## config.mk

```make
export PLATFORM = sky130hd
export DESIGN_NAME = sig_monitor
export DESIGN_NICKNAME = d
export VERILOG_FILES = /design/src/rtl/sig_monitor.sv
export SDC_FILE = /design/constraint.sdc
export NUM_CORES = 1
export LEC_CHECK = 0
export CAP_MARGIN = 20
export CORE_ASPECT_RATIO = 0.7
export CORE_MARGIN = 5
export CORE_UTILIZATION = 56
export CTS_CLUSTER_SIZE = 20
export DETAILED_ROUTE_END_ITERATION = 8
export PLACE_DENSITY = 0.77
export RECOVER_POWER = 100
export SLEW_MARGIN = 5
export SYNTH_ARGS = -nofsm -noshare
export SYNTH_HDL_FRONTEND = slang
export SYNTH_SLANG_ARGS = --single-unit
```

## constraint.sdc

```tcl
create_clock -name clock -period 3.04 [get_ports clock]
set_input_delay 0.456 -clock clock [delete_from_list [all_inputs] [get_ports clock]]
set_output_delay 0.456 -clock clock [all_outputs]
set_load 0.005 [all_outputs]
```

## src/rtl/sig_monitor.sv

```systemverilog
// rtl/sig_monitor.sv - traffic-light signal monitor: phase tracking, dwell/sequence/starvation checks
module sig_monitor #(
  parameter int Y_CYCLES  = 3,
  parameter int AR_CYCLES = 2,
  parameter int MAX_WAIT  = 20
) (
  input  logic       clock,
  input  logic       clear,
  input  logic [1:0] hwy,
  input  logic [1:0] cntry,
  input  logic       x,
  output logic [2:0] phase,
  output logic       err_code,
  output logic       err_conflict,
  output logic       err_seq,
  output logic       err_timing,
  output logic       err_starve,
  output logic       err_sticky,
  output logic [7:0] grant_cnt
);

  localparam logic [2:0] P_INIT = 3'd0;
  localparam logic [2:0] P_HG   = 3'd1;
  localparam logic [2:0] P_HY   = 3'd2;
  localparam logic [2:0] P_AR   = 3'd3;
  localparam logic [2:0] P_CG   = 3'd4;
  localparam logic [2:0] P_CY   = 3'd5;
  localparam logic [2:0] C_ILL  = 3'd7;

  localparam logic [7:0] Y_MIN   = 8'(Y_CYCLES);
  localparam logic [7:0] Y_OVER  = 8'(Y_CYCLES + 1);
  localparam logic [7:0] AR_MIN  = 8'(AR_CYCLES);
  localparam logic [7:0] AR_OVER = 8'(AR_CYCLES + 1);
  localparam logic [7:0] ST_LIM  = 8'(MAX_WAIT + 1);

  logic [2:0] r_phase;
  logic [7:0] r_dwell;
  logic [7:0] r_starve;
  logic [7:0] r_grant;
  logic       r_x_d;
  logic       r_err_code, r_err_conflict, r_err_seq, r_err_timing, r_err_starve, r_sticky;

  logic [2:0] w_combo;
  logic [2:0] w_phase_nxt;
  logic [7:0] w_dwell_nxt;
  logic [7:0] w_starve_nxt;
  logic       w_stay, w_legal_step, w_leave, w_yellow, w_any_code3;
  logic       w_code, w_conflict, w_seq, w_timing, w_starve, w_grant_inc;

  always_comb begin
    case ({hwy, cntry})
      4'b1000: w_combo = P_HG;
      4'b0100: w_combo = P_HY;
      4'b0000: w_combo = P_AR;
      4'b0010: w_combo = P_CG;
      4'b0001: w_combo = P_CY;
      default: w_combo = C_ILL;
    endcase
  end

  assign w_stay       = (w_combo == r_phase);
  assign w_yellow     = (r_phase == P_HY) || (r_phase == P_CY);
  assign w_any_code3  = (hwy == 2'd3) || (cntry == 2'd3);
  assign w_legal_step = ((r_phase == P_HG) && (w_combo == P_HY)) ||
                        ((r_phase == P_HY) && (w_combo == P_AR)) ||
                        ((r_phase == P_AR) && (w_combo == P_CG)) ||
                        ((r_phase == P_CG) && (w_combo == P_CY)) ||
                        ((r_phase == P_CY) && (w_combo == P_HG));

  always_ff @(posedge clock or negedge clear) begin
    if (!clear) begin
      r_phase        <= P_INIT;
      r_dwell        <= 8'd0;
      r_starve       <= 8'd0;
      r_grant        <= 8'd0;
      r_x_d          <= 1'b0;
      r_err_code     <= 1'b0;
      r_err_conflict <= 1'b0;
      r_err_seq      <= 1'b0;
      r_err_timing   <= 1'b0;
      r_err_starve   <= 1'b0;
      r_sticky       <= 1'b0;
    end else begin
      r_phase        <= w_phase_nxt;
      r_dwell        <= w_dwell_nxt;
      r_starve       <= w_starve_nxt;
      r_x_d          <= x;
      r_err_code     <= w_code;
      r_err_conflict <= w_conflict;
      r_err_seq      <= w_seq;
      r_err_timing   <= w_timing;
      r_err_starve   <= w_starve;
      r_sticky       <= r_sticky | w_code | w_conflict | w_seq | w_timing | w_starve;
      if (w_grant_inc && (r_grant != 8'hFF)) r_grant <= r_grant + 8'd1;
    end
  end

  always_comb begin
    w_phase_nxt  = r_phase;
    w_dwell_nxt  = r_dwell;
    w_starve_nxt = 8'd0;
    if (r_phase == P_INIT) begin
      if (w_combo == P_HG) begin
        w_phase_nxt = P_HG;
        w_dwell_nxt = 8'd1;
      end
    end else if (w_combo == C_ILL) begin
      w_phase_nxt = P_INIT;
      w_dwell_nxt = 8'd0;
    end else if (w_stay) begin
      if (r_dwell != 8'hFF) w_dwell_nxt = r_dwell + 8'd1;
    end else begin
      w_phase_nxt = w_combo;
      w_dwell_nxt = 8'd1;
    end
    // starvation run restarts from zero whenever HG is (re)entered
    if ((w_phase_nxt == P_HG) && x) begin
      if (r_phase != P_HG)         w_starve_nxt = 8'd1;
      else if (r_starve != 8'hFF)  w_starve_nxt = r_starve + 8'd1;
      else                         w_starve_nxt = r_starve;
    end
  end

  always_comb begin
    w_leave     = (r_phase != P_INIT) && (w_phase_nxt != r_phase);
    w_code      = (r_phase != P_INIT) && (w_combo == C_ILL) && w_any_code3;
    w_conflict  = (r_phase != P_INIT) && (w_combo == C_ILL) && !w_any_code3;
    w_seq       = (r_phase != P_INIT) && (w_combo != C_ILL) && !w_stay &&
                  (!w_legal_step || ((r_phase == P_HG) && !r_x_d));
    w_timing    = (w_leave && ((w_yellow && (r_dwell < Y_MIN)) ||
                               ((r_phase == P_AR) && (r_dwell < AR_MIN)))) ||
                  ((r_phase != P_INIT) && w_stay &&
                   ((w_yellow && (w_dwell_nxt == Y_OVER) && (r_dwell != Y_OVER)) ||
                    ((r_phase == P_AR) && (w_dwell_nxt == AR_OVER) && (r_dwell != AR_OVER))));
    w_starve    = (w_starve_nxt == ST_LIM) && (r_starve != ST_LIM);
    w_grant_inc = (r_phase == P_AR) && (w_combo == P_CG);
  end

  assign phase        = r_phase;
  assign err_code     = r_err_code;
  assign err_conflict = r_err_conflict;
  assign err_seq      = r_err_seq;
  assign err_timing   = r_err_timing;
  assign err_starve   = r_err_starve;
  assign err_sticky   = r_sticky;
  assign grant_cnt    = r_grant;

endmodule

```

==> results of run 1 <==
==> registers in the layout, summed over array words and instances (netlist names) <==
name / flops
grant_cnt: 8
err_starve: 1
err_sticky: 1
r_dwell: 8
err_seq: 1
phase: 3
err_code: 1
r_x_d: 1
err_conflict: 1
err_timing: 1
r_starve: 8
==> Yosys cell counts (4+ instances only) <==
| cell type | number |
|---|---|
| inv_1 | 12 |
| and3_1 | 9 |
| or3_1 | 7 |
| xor2_1 | 7 |
| o31ai_1 | 4 |
| dfrtp_1 | 34 |
| nor3_1 | 12 |
| o21ai_0 | 9 |
| xnor2_1 | 8 |
| ha_1 | 5 |
| nand3_1 | 16 |
| nor2_1 | 28 |
| a21oi_1 | 12 |
| nand2_1 | 24 |
==> routing by layer <==
layer,vias up,track usage (%),share of wire [%],wire [um]
met3,7,6.28,7.8,404
met5,-,0,0,0
met4,0,4.59,0.69,36
met2,75,31.8,41,2110
li1,978,-,-,-
met1,902,32.2,51,2660
==> kinds of logic after synthesis <==
family	after synthesis	share of synthesized area (%)
adder cells (fa/ha/maj)	5	2.93
multiplexers	2	1.06
flip-flops	34	39.9
buffers and inverters	21	4.93
AO/OA/AOI/OAI	53	18.6
AND/OR/NAND/NOR	113	26.4
XOR/XNOR	15	6.16
==> through the flow <==
step	TNS, ns	cells	hold slack [ns]	power [mW]
after floorplan	0	243	0.160	0.532
after global placement	-0.284	333	0.476	0.581
after detailed placement	-0.377	333	0.482	0.582
after CTS	0	341	0.492	0.930
after global routing	0	342	0.505	0.971
final	0	342	0.488	0.925
==> report_power, final <==
group          internal, mW  total, mW  switching, mW
logic                0.0485      0.112         0.0634
registers             0.459      0.468        0.00809
clock network         0.182      0.346          0.164
total                 0.690      0.925          0.235
==> layout make-up <==
cell class,instances,area [um2],share of cell area [%]
repair buffers,49,410,15.3
flip-flops and latches,34,851,31.8
clock buffers,6,82.6,3.09
inverters,12,45.0,1.68
well taps,50,62.6,2.34
clock inverters,2,12.5,0.468
multi-input cells,189,1210,45.3
==> critical path: cells and delay by family <==
| family | cells | cell delay (ns) |
|---|---|---|
| AOI/OAI and AO/OA | 4 | 1.06 |
| muxes | 1 | 0.25 |
| and+or+nand+nor | 4 | 0.43 |
| buffers and inverters | 3 | 0.93 |
==> final timing paths <==
kind	slack, ns	to	cells after the start
hold reg to reg	0.49	grant_cnt[6]	1
setup / recovery	0.13	err_timing	12
setup reg to reg	0.37	err_timing	9
max in group asynchronous	0.81	grant_cnt[4]	2
min in group asynchronous	1.20	grant_cnt[3]	2
hold / removal	0.49	grant_cnt[6]	1
==> flow_summary.yaml, run 1 <==
timing:
  report.final.slew_viol_count: 35
  worst_pin_slew_ns: 1.80
  slew_headroom_pct: -19.9
  hold_viol: 0
  setup_slack_ns: 0.131
  fin_crit_sh_pct: 95.7
  rsz0062_at_grt: "no"
  finalSetupViolCount: 0
  period_needed_ns: 2.91
  fin_skew_ns: 0.00593
  max_freq_ghz: 0.344
finish:
  nets: 303
  mostFrequentLayoutCell: "dfrtp_1"
  final_area_um2: 2680
  post-route-util_pct: 74.3
  syn2layout_area_growth_pct: 25.5
  antenna_cells: 0
  drive_above_1_share_pct: 14.7
  fillers: 279
  mostFrequentLayoutCells: "34 x dfrtp_1, 28 x nor2_1, 24 x nand2_1"
clock_tree:
  clock_sinks: 34
  cts.repair.resized: 0
  ctsHoldBuffers: 0
  cts_tree: "built"
  cts_max_path_buffers: 2
  numCtsBuffers: 5
  clk-insertion-delay-late_ns: 0.28
  cts-root-buf: "clkbuf_8"
  clkSlewWorstSetupHoldPaths_ns: 0.07
  htreeDepth: 2
  cts_setup_buffers: 0
worst_setup_path:
  end_kind: "flip-flop"
  crit_arrival_ns: 3.13
  critPathKind: "in2reg"
  crit_chain: "clkdlybuf4s50_1 -> buf_4 -> nand2b_4 -> mux2_2 -> nor4_1 -> buf_4 -> o31ai_4 -> a211o_1 -> a311oi_2 -> nand3_1 -> a2111o_1 -> nand2_1"
  r2r_start: "phase[1]"
  cpMostUsedCell: "buf_4"
  critPathRequiredTime_ns: 3.26
  crit_fanout: 7
  slowest_stage: "clkdlybuf4s50_1"
  critPathMaxStageDelay_ns: 0.55
  critPathLaunch: "hwy[1]"
  worst_setup_path_start_kind: "input pin"
power:
  cellLeakagePower_nw: 1.23
  powerDensity_nw_per_um2: 346
  irDropWorstVdd_mv: 0.275
place:
  io_buffers: 23
  postPlaceCellArea_um2: 2560
  hpwl_um: 3640
  gp_congestion: 0.865
  dp_slack_ns: -0.191
drt:
  via_per_inst: 5.74
  vias: 1962
  drt_iter0_drc: 170
  first_pass_iters: 4
  drc: 0
  routedWlPerCell_um: 15.2
  ant_nets: 0
  wl_um: 5210
floorplan:
  fp.dieW_um: 83.8
  chipHeight_um: 61.6
  dieArea_um2: 5160
  coreArea_um2: 3600
  num_io_pins: 24
  num_rows: 18
  start_util_pct: 59.2
yosys:
  synth_area_per_cell_um2: 8.77
  yosysSeqAreaShare_pct: 39.9
  syn_area_um2: 2130
  synth_cell_type_count: 46
  synth-edff-count: 0
  synth-async-reset-ratio_pct: 100
  synth_seq_cells: 34
  syn-instance-count: 243
  yosysTopAreaCell: "dfrtp_1"
  synth_warnings: 0
  synth-main-ff-cell: "dfrtp_1"
  yosysTopAreaCellShare_pct: 39.9
  syn_nets: 255
  netlist_top_cells_area: "dfrtp_1 40%, nor2_1 4.9%, nand2_1 4.2%"
global_routing:
  overflow: 0
  antenna_found_initial: 0
  grt_pass1_wl_um: 8890
  grt_pass1_vias: 1818
  grt_max_degree: 35
  grt_usage_pct: 21.7
min_path:
  hold_path_class: "reg2reg"
  hp-start: "grant_cnt[6]"
status:
  status: "finished with violations"
  violations: "max-capacitance violations, max-slew violations"
run:
  maxCapViolCount: 1
(Power assumes the default switching activity.)
==> inputs of run 2 (changes only) <==
- SETUP_SLACK_MARGIN: default -> 0.4
- clock period: 3.04 -> 2.7 ns (I/O delays scaled with it)
==> run 2 against run 1 <==
Critical path type is now reg2reg. Global-route usage up 1.1 points. Sequential power increased by 13%. Count of clock-buffer cells in the layout is 1 lower. Critical path depth is 1 lower. Combinational power increased by 42%. Sequential cell count unchanged. The run now ends clean. Sequential share of layout area decreased by 3.7 points. Via count rose by 13%. Largest power group is now the clock network. Setup slack got worse by 0.051 ns. Largest cell class unchanged. Final cell count is 8.2% higher. Utilization is 10 points higher. Clock skew rose by 0.0030 ns.
==> flow_summary.yaml, run 2 (synthesis gave the netlist of run 1 again) <==
status:
  status: "finished clean"
worst_setup_path:
  crit_fanout: 6
  worst_setup_path_start_kind: "flip-flop"
  critPathKind: "reg2reg"
  end_kind: "flip-flop"
  critPathRequiredTime_ns: 2.87
  crit_arrival_ns: 2.79
clock_tree:
  clock_sinks: 34
  htreeDepth: 2
  cts-root-buf: "clkbuf_8"
  cts_tree: "built"
  cts_max_path_buffers: 2
  clkSlewWorstSetupHoldPaths_ns: 0.08
  clk-insertion-delay-late_ns: 0.29
  numCtsBuffers: 5
  ctsHoldBuffers: 0
timing:
  hold_slack_ns: 0.485
  slew_headroom_pct: 70.7
  fin_skew_ns: 0.00891
  worst_pin_slew_ns: 0.437
  finalSetupViolCount: 0
  rsz0062_at_grt: "yes"
  report.final.slew_viol_count: 0
  setup_slack_ns: 0.0796
  tns_ns: 0
  hold_viol: 0
  period_needed_ns: 2.62
  max_freq_ghz: 0.382
  fin_crit_sh_pct: 97.1
finish:
  syn2layout_area_growth_pct: 43.1
  nets: 331
  fillers: 202
  regArea_um2: 856
  mostFrequentLayoutCell: "buf_4"
  post-route-util_pct: 84.7
  fin_cells: 370
  drive_above_1_share_pct: 29.4
  multi_input_area_um2: 1310
  antenna_cells: 0
  final_area_um2: 3050
  mostFrequentLayoutCells: "49 x buf_4, 30 x dfrtp_1, 26 x nor2_1"
power:
  power.total_mw: 1.26
  powerDensity_nw_per_um2: 413
  p_sw_share_pct: 24.0
  cellLeakagePower_nw: 1.40
  internal-power_mw: 0.959
  irDropWorstVdd_mv: 0.377
  power_switching_mw: 0.303
  clkPwrFrac_pct: 45.3
  pwr-share-seq_pct: 42.1
  p_comb_share_pct: 12.6
drt:
  ant_nets: 0
  routedWlPerCell_um: 17.7
  vias: 2218
  drc: 0
  drt_iter0_drc: 221
  first_pass_iters: 5
  wl_um: 6550
  via_per_inst: 5.99
floorplan:
  start_util_pct: 59.2
  num_io_pins: 24
  dieArea_um2: 5160
  coreArea_um2: 3600
  chipHeight_um: 61.6
  fp.dieW_um: 83.8
  num_rows: 18
place:
  gp_congestion: 0.954
  hpwl_um: 3920
  placed_cells: 343
  io_buffers: 23
  dp_slack_ns: -0.451
  postPlaceCellArea_um2: 2660
global_routing:
  grt_usage_pct: 22.8
  overflow: 0
  grt_pass1_vias: 1948
  grt_pass1_wl_um: 9240
  grt_max_degree: 35
  antenna_found_initial: 0
min_path:
  hold_path_class: "reg2reg"
run:
  maxCapViolCount: 0
==> run 2: cell count changes in the layout (fill, tap and decap cells not counted), moves of 4 or more <==
| cell | previous run | this run |
|---|---|---|
| buf_4 | 22 | 49 |
| dlygate4sd3_1 | 19 | 11 |
| buf_6 | 0 | 5 |
| clkdlybuf4s50_1 | 4 | 8 |
| dfrtp_1 | 34 | 30 |
| dfrtp_2 | 0 | 4 |
==> run 2: worst max-delay path: stages (launching register included) <==
cell	delay, ns
dfrtp_1	0.47
clkbuf_1	0.26
buf_4	0.19
nand2_1	0.07
nor2_1	0.13
a31oi_1	0.07
o31ai_1	0.25
o221ai_1	0.22
and3_1	0.29
a2111oi_4	0.32
buf_4	0.17
nand3_1	0.06
==> run 2: per-layer routing <==
metal | global-route usage (%) | part of all wire [%]
met1 | 31.4 | 45
met2 | 35.3 | 44
met3 | 6.28 | 8.9
met4 | 8.03 | 2.3
met5 | 0 | 0
==> run 2: what timing repair did <==
action                                  in CTS  in global routing
gates resized for setup                     29                 20
pin swaps                                    9                 11
endpoints found under the setup margin       6                  3
buffers inserted                             8                 11
cloned                                       0                  0
==> run 2: power by group through the flow <==
stage	Clock [mW]	Combinational [mW]	Sequential (mW)
2_1_floorplan	0	0.0708	0.533
3_3_place_gp	0	0.128	0.536
3_5_place_dp	0	0.129	0.536
4_1_cts	0.574	0.136	0.526
5_1_grt	0.598	0.173	0.532
6_report	0.571	0.159	0.531
==> run 2: final timing paths <==
check | end | slack (ns) | from | cells past startpoint
worst max-delay path | err_sticky | 0.08 | phase[1] | 11
worst min-delay path | grant_cnt[4] | 0.49 | grant_cnt[4] | 1
worst max register to register | err_sticky | 0.08 | phase[1] | 11
worst min register to register | grant_cnt[4] | 0.49 | grant_cnt[4] | 1
max in group asynchronous | r_dwell[0] | 1.79 | clear | 2
min in group asynchronous | err_timing | 0.59 | clear | 2
==> run 2: area by class of cell <==
type	count	area share (%)
Timing Repair Buffer	78	20.9
Multi-Input combinational cell	188	43.1
Sequential cell	34	28.0
Clock buffer	5	2.26
Inverter	12	1.48
Tap cell	50	2.05
Clock inverter	3	2.26
==> inputs of run 3 (changes only) <==
- CAP_MARGIN: 20 -> 10
==> results of run 3 <==
Same layout as run 2: the final DEF is identical, and so are final timing and power.
